<file path="src/rtl/vector_l1_classifier_pkg.sv">
// Shared types, default widths and sizing helper for the L1 vector classifier.
package vector_l1_classifier_pkg;

   typedef enum logic [1:0] {
      IDLE   = 2'd0,
      ACCUM  = 2'd1,
      DECIDE = 2'd2
   } state_e;

   localparam int unsigned DEF_DATA_WIDTH = 4;
   localparam int unsigned DEF_ADDR_BITS  = 6;
   localparam int unsigned DEF_VEC_LEN    = 64;
   localparam int unsigned DEF_ACC_WIDTH  = 10;

   // Smallest accumulator that can hold VEC_LEN maximal element differences.
   function automatic int unsigned min_acc_width(input int unsigned vec_len,
                                                 input int unsigned data_width);
      return $clog2(vec_len * ((2 ** data_width) - 1) + 1);
   endfunction

endpackage

</file>
<file path="src/rtl/vector_l1_classifier_acc.sv">
// One absolute-difference accumulator with synchronous clear and enable.
module l1_dist_acc
   import vector_l1_classifier_pkg::*;
#(
   parameter int unsigned DATA_WIDTH = DEF_DATA_WIDTH,
   parameter int unsigned ACC_WIDTH  = DEF_ACC_WIDTH
) (
   input  logic                  clk,
   input  logic                  rst,
   input  logic                  clr_i,
   input  logic                  en_i,
   input  logic [DATA_WIDTH-1:0] a_i,
   input  logic [DATA_WIDTH-1:0] b_i,
   output logic [ACC_WIDTH-1:0]  acc_o
);

   logic [DATA_WIDTH-1:0] diff_c;
   logic [ACC_WIDTH-1:0]  acc_q, acc_d;

   assign diff_c = (a_i > b_i) ? (a_i - b_i) : (b_i - a_i);

   always_comb begin
      acc_d = acc_q;
      if (clr_i) begin
         acc_d = '0;
      end else if (en_i) begin
         acc_d = acc_q + ACC_WIDTH'(diff_c);
      end
   end

   always_ff @(posedge clk or posedge rst) begin
      if (rst) begin
         acc_q <= '0;
      end else begin
         acc_q <= acc_d;
      end
   end

   assign acc_o = acc_q;

endmodule

</file>
<file path="src/rtl/vector_l1_classifier.sv">
// Sweeps the shared memory address, accumulates L1 distances to the healthy and
// infected references, and issues a one-cycle healthy/infected decision.
module vector_l1_classifier
   import vector_l1_classifier_pkg::*;
#(
   parameter int unsigned DATA_WIDTH = DEF_DATA_WIDTH,
   parameter int unsigned ADDR_BITS  = DEF_ADDR_BITS,
   parameter int unsigned VEC_LEN    = DEF_VEC_LEN,
   parameter int unsigned ACC_WIDTH  = DEF_ACC_WIDTH
) (
   input  logic                  clk,
   input  logic                  rst,
   input  logic                  start,
   output logic [ADDR_BITS-1:0]  vec_addr,
   input  logic [DATA_WIDTH-1:0] feat_data,
   input  logic [DATA_WIDTH-1:0] healthy_data,
   input  logic [DATA_WIDTH-1:0] infected_data,
   output logic                  busy,
   output logic                  done,
   output logic                  is_infected,
   output logic                  tie,
   output logic [ACC_WIDTH-1:0]  dist_healthy,
   output logic [ACC_WIDTH-1:0]  dist_infected
);

   if (ACC_WIDTH < min_acc_width(VEC_LEN, DATA_WIDTH)) begin : g_acc_width_chk
      $error("ACC_WIDTH too small for VEC_LEN and DATA_WIDTH");
   end
   if (VEC_LEN > (2 ** ADDR_BITS)) begin : g_vec_len_chk
      $error("VEC_LEN exceeds the address range");
   end

   localparam logic [ADDR_BITS-1:0] LAST_ADDR = ADDR_BITS'(VEC_LEN - 1);

   state_e                 state_q, state_d;
   logic [ADDR_BITS-1:0]   addr_q, addr_d;
   logic                   busy_q, busy_d;
   logic                   done_q, done_d;
   logic                   inf_q, inf_d;
   logic                   tie_q, tie_d;
   logic [ACC_WIDTH-1:0]   dist_h_q, dist_h_d;
   logic [ACC_WIDTH-1:0]   dist_p_q, dist_p_d;
   logic                   acc_clr_c;
   logic                   acc_en_c;
   logic [ACC_WIDTH-1:0]   acc_h_c;
   logic [ACC_WIDTH-1:0]   acc_p_c;

   l1_dist_acc #(.DATA_WIDTH(DATA_WIDTH), .ACC_WIDTH(ACC_WIDTH)) u_acc_healthy (
      .clk   (clk),
      .rst   (rst),
      .clr_i (acc_clr_c),
      .en_i  (acc_en_c),
      .a_i   (feat_data),
      .b_i   (healthy_data),
      .acc_o (acc_h_c)
   );

   l1_dist_acc #(.DATA_WIDTH(DATA_WIDTH), .ACC_WIDTH(ACC_WIDTH)) u_acc_infected (
      .clk   (clk),
      .rst   (rst),
      .clr_i (acc_clr_c),
      .en_i  (acc_en_c),
      .a_i   (feat_data),
      .b_i   (infected_data),
      .acc_o (acc_p_c)
   );

   // Next-state, address sweep and decision; done defaults low so it strobes once.
   always_comb begin
      state_d   = state_q;
      addr_d    = addr_q;
      busy_d    = busy_q;
      done_d    = 1'b0;
      inf_d     = inf_q;
      tie_d     = tie_q;
      dist_h_d  = dist_h_q;
      dist_p_d  = dist_p_q;
      acc_clr_c = 1'b0;
      acc_en_c  = 1'b0;
      case (state_q)
         IDLE: begin
            addr_d = '0;
            if (start) begin
               acc_clr_c = 1'b1;
               busy_d    = 1'b1;
               state_d   = ACCUM;
            end
         end
         ACCUM: begin
            acc_en_c = 1'b1;
            if (addr_q == LAST_ADDR) begin
               state_d = DECIDE;
            end else begin
               addr_d = addr_q + ADDR_BITS'(1);
            end
         end
         DECIDE: begin
            dist_h_d = acc_h_c;
            dist_p_d = acc_p_c;
            inf_d    = (acc_p_c < acc_h_c);
            tie_d    = (acc_p_c == acc_h_c);
            done_d   = 1'b1;
            busy_d   = 1'b0;
            addr_d   = '0;
            state_d  = IDLE;
         end
         default: begin
            state_d = IDLE;
         end
      endcase
   end

   always_ff @(posedge clk or posedge rst) begin
      if (rst) begin
         state_q  <= IDLE;
         addr_q   <= '0;
         busy_q   <= 1'b0;
         done_q   <= 1'b0;
         inf_q    <= 1'b0;
         tie_q    <= 1'b0;
         dist_h_q <= '0;
         dist_p_q <= '0;
      end else begin
         state_q  <= state_d;
         addr_q   <= addr_d;
         busy_q   <= busy_d;
         done_q   <= done_d;
         inf_q    <= inf_d;
         tie_q    <= tie_d;
         dist_h_q <= dist_h_d;
         dist_p_q <= dist_p_d;
      end
   end

   assign vec_addr      = addr_q;
   assign busy          = busy_q;
   assign done          = done_q;
   assign is_infected   = inf_q;
   assign tie           = tie_q;
   assign dist_healthy  = dist_h_q;
   assign dist_infected = dist_p_q;

endmodule

</file>
<file path="config.mk">
export PLATFORM = sky130hd
export DESIGN_NAME = vector_l1_classifier
export DESIGN_NICKNAME = d
export VERILOG_FILES = /design/src/rtl/vector_l1_classifier_pkg.sv /design/src/rtl/vector_l1_classifier_acc.sv /design/src/rtl/vector_l1_classifier.sv
export SDC_FILE = /design/constraint.sdc
export NUM_CORES = 1
export LEC_CHECK = 0
export CELL_PAD_IN_SITES_DETAIL_PLACEMENT = 0
export CELL_PAD_IN_SITES_GLOBAL_PLACEMENT = 1
export CORE_MARGIN = 4
export CORE_UTILIZATION = 43
export CTS_CLUSTER_SIZE = 8
export DETAILED_ROUTE_END_ITERATION = 8
export PLACE_DENSITY_LB_ADDON = 0.1
export RECOVER_POWER = 100
export SLEW_MARGIN = 20
export SYNTH_ARGS = -nofsm -noshare
export SYNTH_HDL_FRONTEND = slang
export SYNTH_HIERARCHICAL = 1
export SYNTH_SLANG_ARGS = --single-unit
</file>
<file path="constraint.sdc">
create_clock -name clk -period 2.2 [get_ports clk]
set_input_delay 0.66 -clock clk [delete_from_list [all_inputs] [get_ports clk]]
set_output_delay 0.66 -clock clk [all_outputs]
set_load 0.01 [all_outputs]
</file>
== Word-level counts from Yosys, hierarchy flattened ==
Cells that the tools add are included.

* Register bits after elaboration: 52
* Input port bits: 15
* Output and inout bits: 30
* Logic and storage cells: 52

* Add/subtract/negate cells: 7
* Magnitude comparators: 3
* Eq/ne operators: 7
* Multiplexer cells: 17
* Reduce and logical (&&, ||, !) cells: 8

{| class="wikitable"
|+ Operator list
! cell !! count
|-
| 10-bit two-way mux || 4
|-
| 10-bit by 4-bit adder with 10-bit output || 2
|-
| 4-bit subtractor || 4
|-
| 6-bit case mux with 2 select lines || 1
|-
| 10-bit equality test || 1
|-
| 10-bit less-than comparator || 1
|-
| 4-bit > comparator || 2
|-
| 4-bit two-way mux || 2
|-
| 6-bit by 1-bit adder with 6-bit output, second input constant || 1
|-
| 6-bit equality test, second input constant || 1
|-
| 6-bit two-way mux || 1
|-
| 2-bit inequality test, second input constant || 3
|-
| 2-bit AND reduction || 3
|-
| 2-bit nonzero test || 3
|-
| 1-bit two-way mux || 5
|-
| 2-bit two-way mux || 2
|-
| 2-bit case mux with 2 select lines || 1
|-
| 2-bit by 1-bit equality test with 1-bit output, second input constant || 1
|-
| 2-bit equality test, second input constant || 1
|-
| 2-bit logical NOT || 1
|-
| 1-bit case mux with 2 select lines || 1
|-
| 2-bit OR reduction || 1
|}

== Depth between registers and ports, before layout ==
* Depth after elaboration: 5
* Mapped depth: 13
* Depth with buffers taken out: 13

== Hierarchy ==
The synthesis kept the hierarchy.

{| class="wikitable"
|+ By module, submodules not included
! module !! times used !! cells each !! area an instance (sq um) !! seq. area each (sq um)
|-
| l1_dist_acc || 2 || 96 || 894.6 || 250.2
|-
| vector_l1_classifier || 1 || 158 || 1516.5 || 800.8
|}

== Worst setup path before layout ==
OpenSTA, ideal clock, no wires.

* Kind: input port to flip-flop
* Start: input feat_data[2]
* End: register u_acc_healthy.acc_q[5] (netlist: u_acc_healthy/acc_o[5])
* Setup time: 0.125 ns
* Data arrival time: 3.077 ns
* Required time: 2.075 ns
* Slack: -1.001 ns
* Cell stages on the path: 11
* Path through: inv_1 > ha_1 > clkbuf_2 > and4_4 > nor3_2 > mux2_2 > ha_1 > a211o_1 > a21o_1 > nand3_1 > mux2_2

* Word-level cells in the longest chain between the ends: 5

{| class="wikitable"
|+ RTL lines
! item !! line !! source
|-
| from (decl) || vector_l1_classifier.sv:15 || <nowiki>input logic [DATA_WIDTH-1:0] feat_data,</nowiki>
|-
| 4-bit subtractor / 4-bit > comparator (equally long branches) || vector_l1_classifier_acc.sv:20 || <nowiki>assign diff_c = (a_i > b_i) ? (a_i - b_i) : (b_i - a_i);</nowiki>
|-
| 4-bit two-way mux * || vector_l1_classifier_acc.sv:20 ||
|-
| 10-bit by 4-bit adder with 10-bit output * || vector_l1_classifier_acc.sv:27 || <nowiki>acc_d = acc_q + ACC_WIDTH'(diff_c);</nowiki>
|-
| 10-bit two-way mux * || vector_l1_classifier_acc.sv:26 || <nowiki>end else if (en_i) begin</nowiki>
|-
| 10-bit two-way mux * || vector_l1_classifier_acc.sv:24 || <nowiki>if (clr_i) begin</nowiki>
|-
| to (signal assigned) || vector_l1_classifier_acc.sv:33 || <nowiki>acc_q <= '0;</nowiki>
|-
| to (signal assigned) || vector_l1_classifier_acc.sv:35 || <nowiki>acc_q <= acc_d;</nowiki>
|-
| to (decl) || vector_l1_classifier_acc.sv:18 || <nowiki>logic [ACC_WIDTH-1:0] acc_q, acc_d;</nowiki>
|}

Mark *: on every way between the ends. The rest lies on a longest branch, timed or not. The select of a mux whose other input is x is not followed.
A chain may end at the register's enable or synchronous reset.

== Final worst setup path ==
* Start: input feat_data[0]
* End: register u_acc_healthy.acc_q[9] (netlist: u_acc_healthy/acc_o[9])

The elaborated chain is that of the path after synthesis.

==> impl_metrics.tcl <==
set metrics [dict create \
    h-tree-depth 2 \
    synth_top_family_by_area "simple AND/OR/NAND/NOR gates" \
    yosys.cell_types.count 39 \
    top_layer_used "met4" \
    crit_path_top_delay_cell "fa_2" \
    ir_drop_uv 649 \
    grtUsageTotal 0.187 \
    ys_warn_count 6 \
    setup_viol 18 \
    final_cell_mix "dfrtp_1, nand2_1, buf_4" \
    period_needed_ns 3.11 \
    rows 31 \
    dieArea_um2 9150 \
    fin_ws_ns -0.908 \
    synth-simple-area-share 0.169 \
    hold_viol 0 \
    layout-drive-gt1-share 0.289 \
    power_density_nw_per_um2 940 \
    layout_commonest_cell "dfrtp_1" \
    finish.utilization 0.628 \
    netlist_instances 350 \
    insertion_delay_ns 0.31 \
    grt_setup_unrepaired "yes" \
    worst_ep_required_time_ns 2.41 \
    cts_tree "built" \
    wl_met3_um 366 \
    cap_viol_max_count 0 \
    dr_wl_met2_mm 3.68 \
    vias 2737 \
    status "finished, violations left" \
    path_max_fanout 3 \
    route.detailed.drc 0 \
    antenna_found_initial 1 \
    grt_pass1_wl_mm 13.3 \
    ys_top_cells_by_area "dfrtp_1, ha_1, nand2_1" \
    synth_compound_area_frac 0.141 \
    die_x_um 95.7 \
    numCtsBuffers 5 \
    finalClockSkew_ns 0.00685 \
    yosysTopAreaCellShare 0.394 \
    start_kind "primary input" \
    dp_hpwl_mm 6.09 \
    grt-ovfl-total 0 \
    synth_edf_count 0 \
    path_buf_inv 4 \
    first_iter_violations 87 \
    hp-class "flop to flop" \
    yosys.area.top_type "dfrtp_1" \
    synth_area_per_cell_um2 9.44 \
    fmax_mhz 322 \
    cp.arrival_ns 3.31 \
    crit_chain "buf_6, buf_6, inv_12, ha_4, inv_2, fa_2, a211oi_4, nor3_4, mux2i_1, xnor2_1, ha_2, o21a_1, a21o_1, nand3_2, mux2_4" \
    ys_seq_elements 52 \
    gp_congestion 0.791 \
    viasPerCell 5.07 \
    final.setup.tns_ns -14.32 \
    async_flop_share 1.00 \
    synth_xor_area_frac 0.0238 \
    cp-end-kind "flop" \
    fin_hold_ws_ns 0.481 \
    hold_buffers 0 \
    slew-limit-headroom 0.600 \
    synth_seq_area_share 0.394 \
    grt_max_degree 23 \
    period_share 1.41 \
    synth_top_flop_cell "dfrtp_1" \
    dr.pass1.iters 4 \
    synth_area_um2 3310 \
    syn2layout_area_growth_pct 40.1 \
    coreArea_um2 7370 \
    muxShareOfSynthArea 0.0507 \
    met1Wirelength_mm 3.74 \
    initial_core_util 0.449 \
    p_leak_uw 0.00224 \
    synth_fa_ha_area_frac 0.161 \
    avgRoutedWirePerCell_um 14.6 \
    io_pins 45 \
    max-clock-path-buffers 2 \
    clock-sinks 52 \
    drv_slew 0 \
    syn-num-nets 404 \
    io_buffers 44 \
    clkSlewWorstSetupHoldPaths_ns 0.10 \
    violations "negative setup slack" \
    cts_root_buf "clkbuf_8" \
    path_delay_family "adder cells" \
    slowest_delay_ns 0.36 \
    worstMarginPinSlew_ns 0.599 \
    nets 493 \
    die_h_um 95.7 \
    r2r_setup_slack_ns 0.31 \
    grt_pass1_vias 2714 \
    critical_path_class "primary input to flop" \
    routed_wl_mm 7.87 \
    crit_top_cell "buf_6" \
    final_antenna_net_count 0 \
]
==> path summary, 6_finish.rpt <==
kind | from | end | depth (start not counted)
worst max-delay path | feat_data[0] | u_acc_healthy/acc_o[9] | 15
worst min-delay path | dist_infected[7] | dist_infected[7] | 2
worst max register to register | u_acc_healthy/acc_o[0] | u_acc_healthy/acc_o[4] | 6
worst min register to register | dist_infected[7] | dist_infected[7] | 2
max in group asynchronous | rst | dist_infected[8] | 3
min in group asynchronous | rst | u_acc_healthy/acc_o[7] | 2
==> synthesized netlist by cell type, types with 7 or more instances <==
cell type,instances
a211oi_1,8
a21o_1,10
a21oi_1,14
buf_2,7
dfrtp_1,52
ha_1,33
inv_1,39
mux2i_1,10
nand2_1,50
nand3_1,10
nor2_1,22
o21ai_0,17
==> area by class of cell <==
class,count,area (um^2)
inverter,39,174
tap,99,124
multi-input combinational,248,2120
antenna,1,2.50
fill,641,2740
clock buffer,7,86.3
sequential,52,1300
timing repair buffer,93,818
clock inverter,1,7.51
==> power by group <==
part           internal, uW  leakage [uW]  switching [uW]
combinational          1250       0.00152            1050
clock                   257     0.0000445             328
sequential             1150      0.000684             315
==> per-stage QoR <==
step / power [uW] / instance area, um^2 / cells / setup WS [ns]
CTS: 4250 / 4580 / 536 / -0.867
global placement: 3400 / 4300 / 524 / -1.55
floorplan: 2780 / 3470 / 350 / -0.873
global route: 4690 / 4630 / 540 / -0.983
detailed placement: 3470 / 4300 / 524 / -1.62
finish: 4350 / 4630 / 540 / -0.908
==> cells by family (layout without fill, tap and decap cells) <==
group | after synthesis | count (layout)
flip-flops | 52 | 52
AO/OA/AOI/OAI | 70 | 70
other | 0 | 1
multiplexers | 16 | 16
buffers and inverters | 50 | 140
AND/OR/NAND/NOR | 114 | 114
XOR/XNOR | 9 | 9
adder cells (fa/ha/maj) | 39 | 39
==> routing by layer <==
metal / vias up / global-route usage
met5: - / 0
met4: 0 / 0.0509
met3: 5 / 0.0316
met2: 58 / 0.302
met1: 1302 / 0.258
li1: 1372 / -
==> tightest hold or removal path: stages (launching register included) <==
cell	delay (ns)
dfrtp_1	0.35
nand2_1	0.05
nand2_1	0.05
==> registers in the layout, indices dropped and copies added, names as in the netlist <==
name	count
u_acc_infected/acc_o	10
dist_healthy	10
tie	1
dist_infected	10
is_infected	1
u_acc_healthy/acc_o	10
vec_addr	6
done	1
state_q	2
busy	1
==> timing repair <==
| item | CTS | global route |
|---|---|---|
| buffers inserted | 4 | 3 |
| gates resized for setup | 52 | 11 |
| endpoints found under the setup margin | 18 | 18 |
| pin swaps | 25 | 14 |
| endpoints found under the hold margin | 0 | 0 |
(Power assumes the default switching activity.)
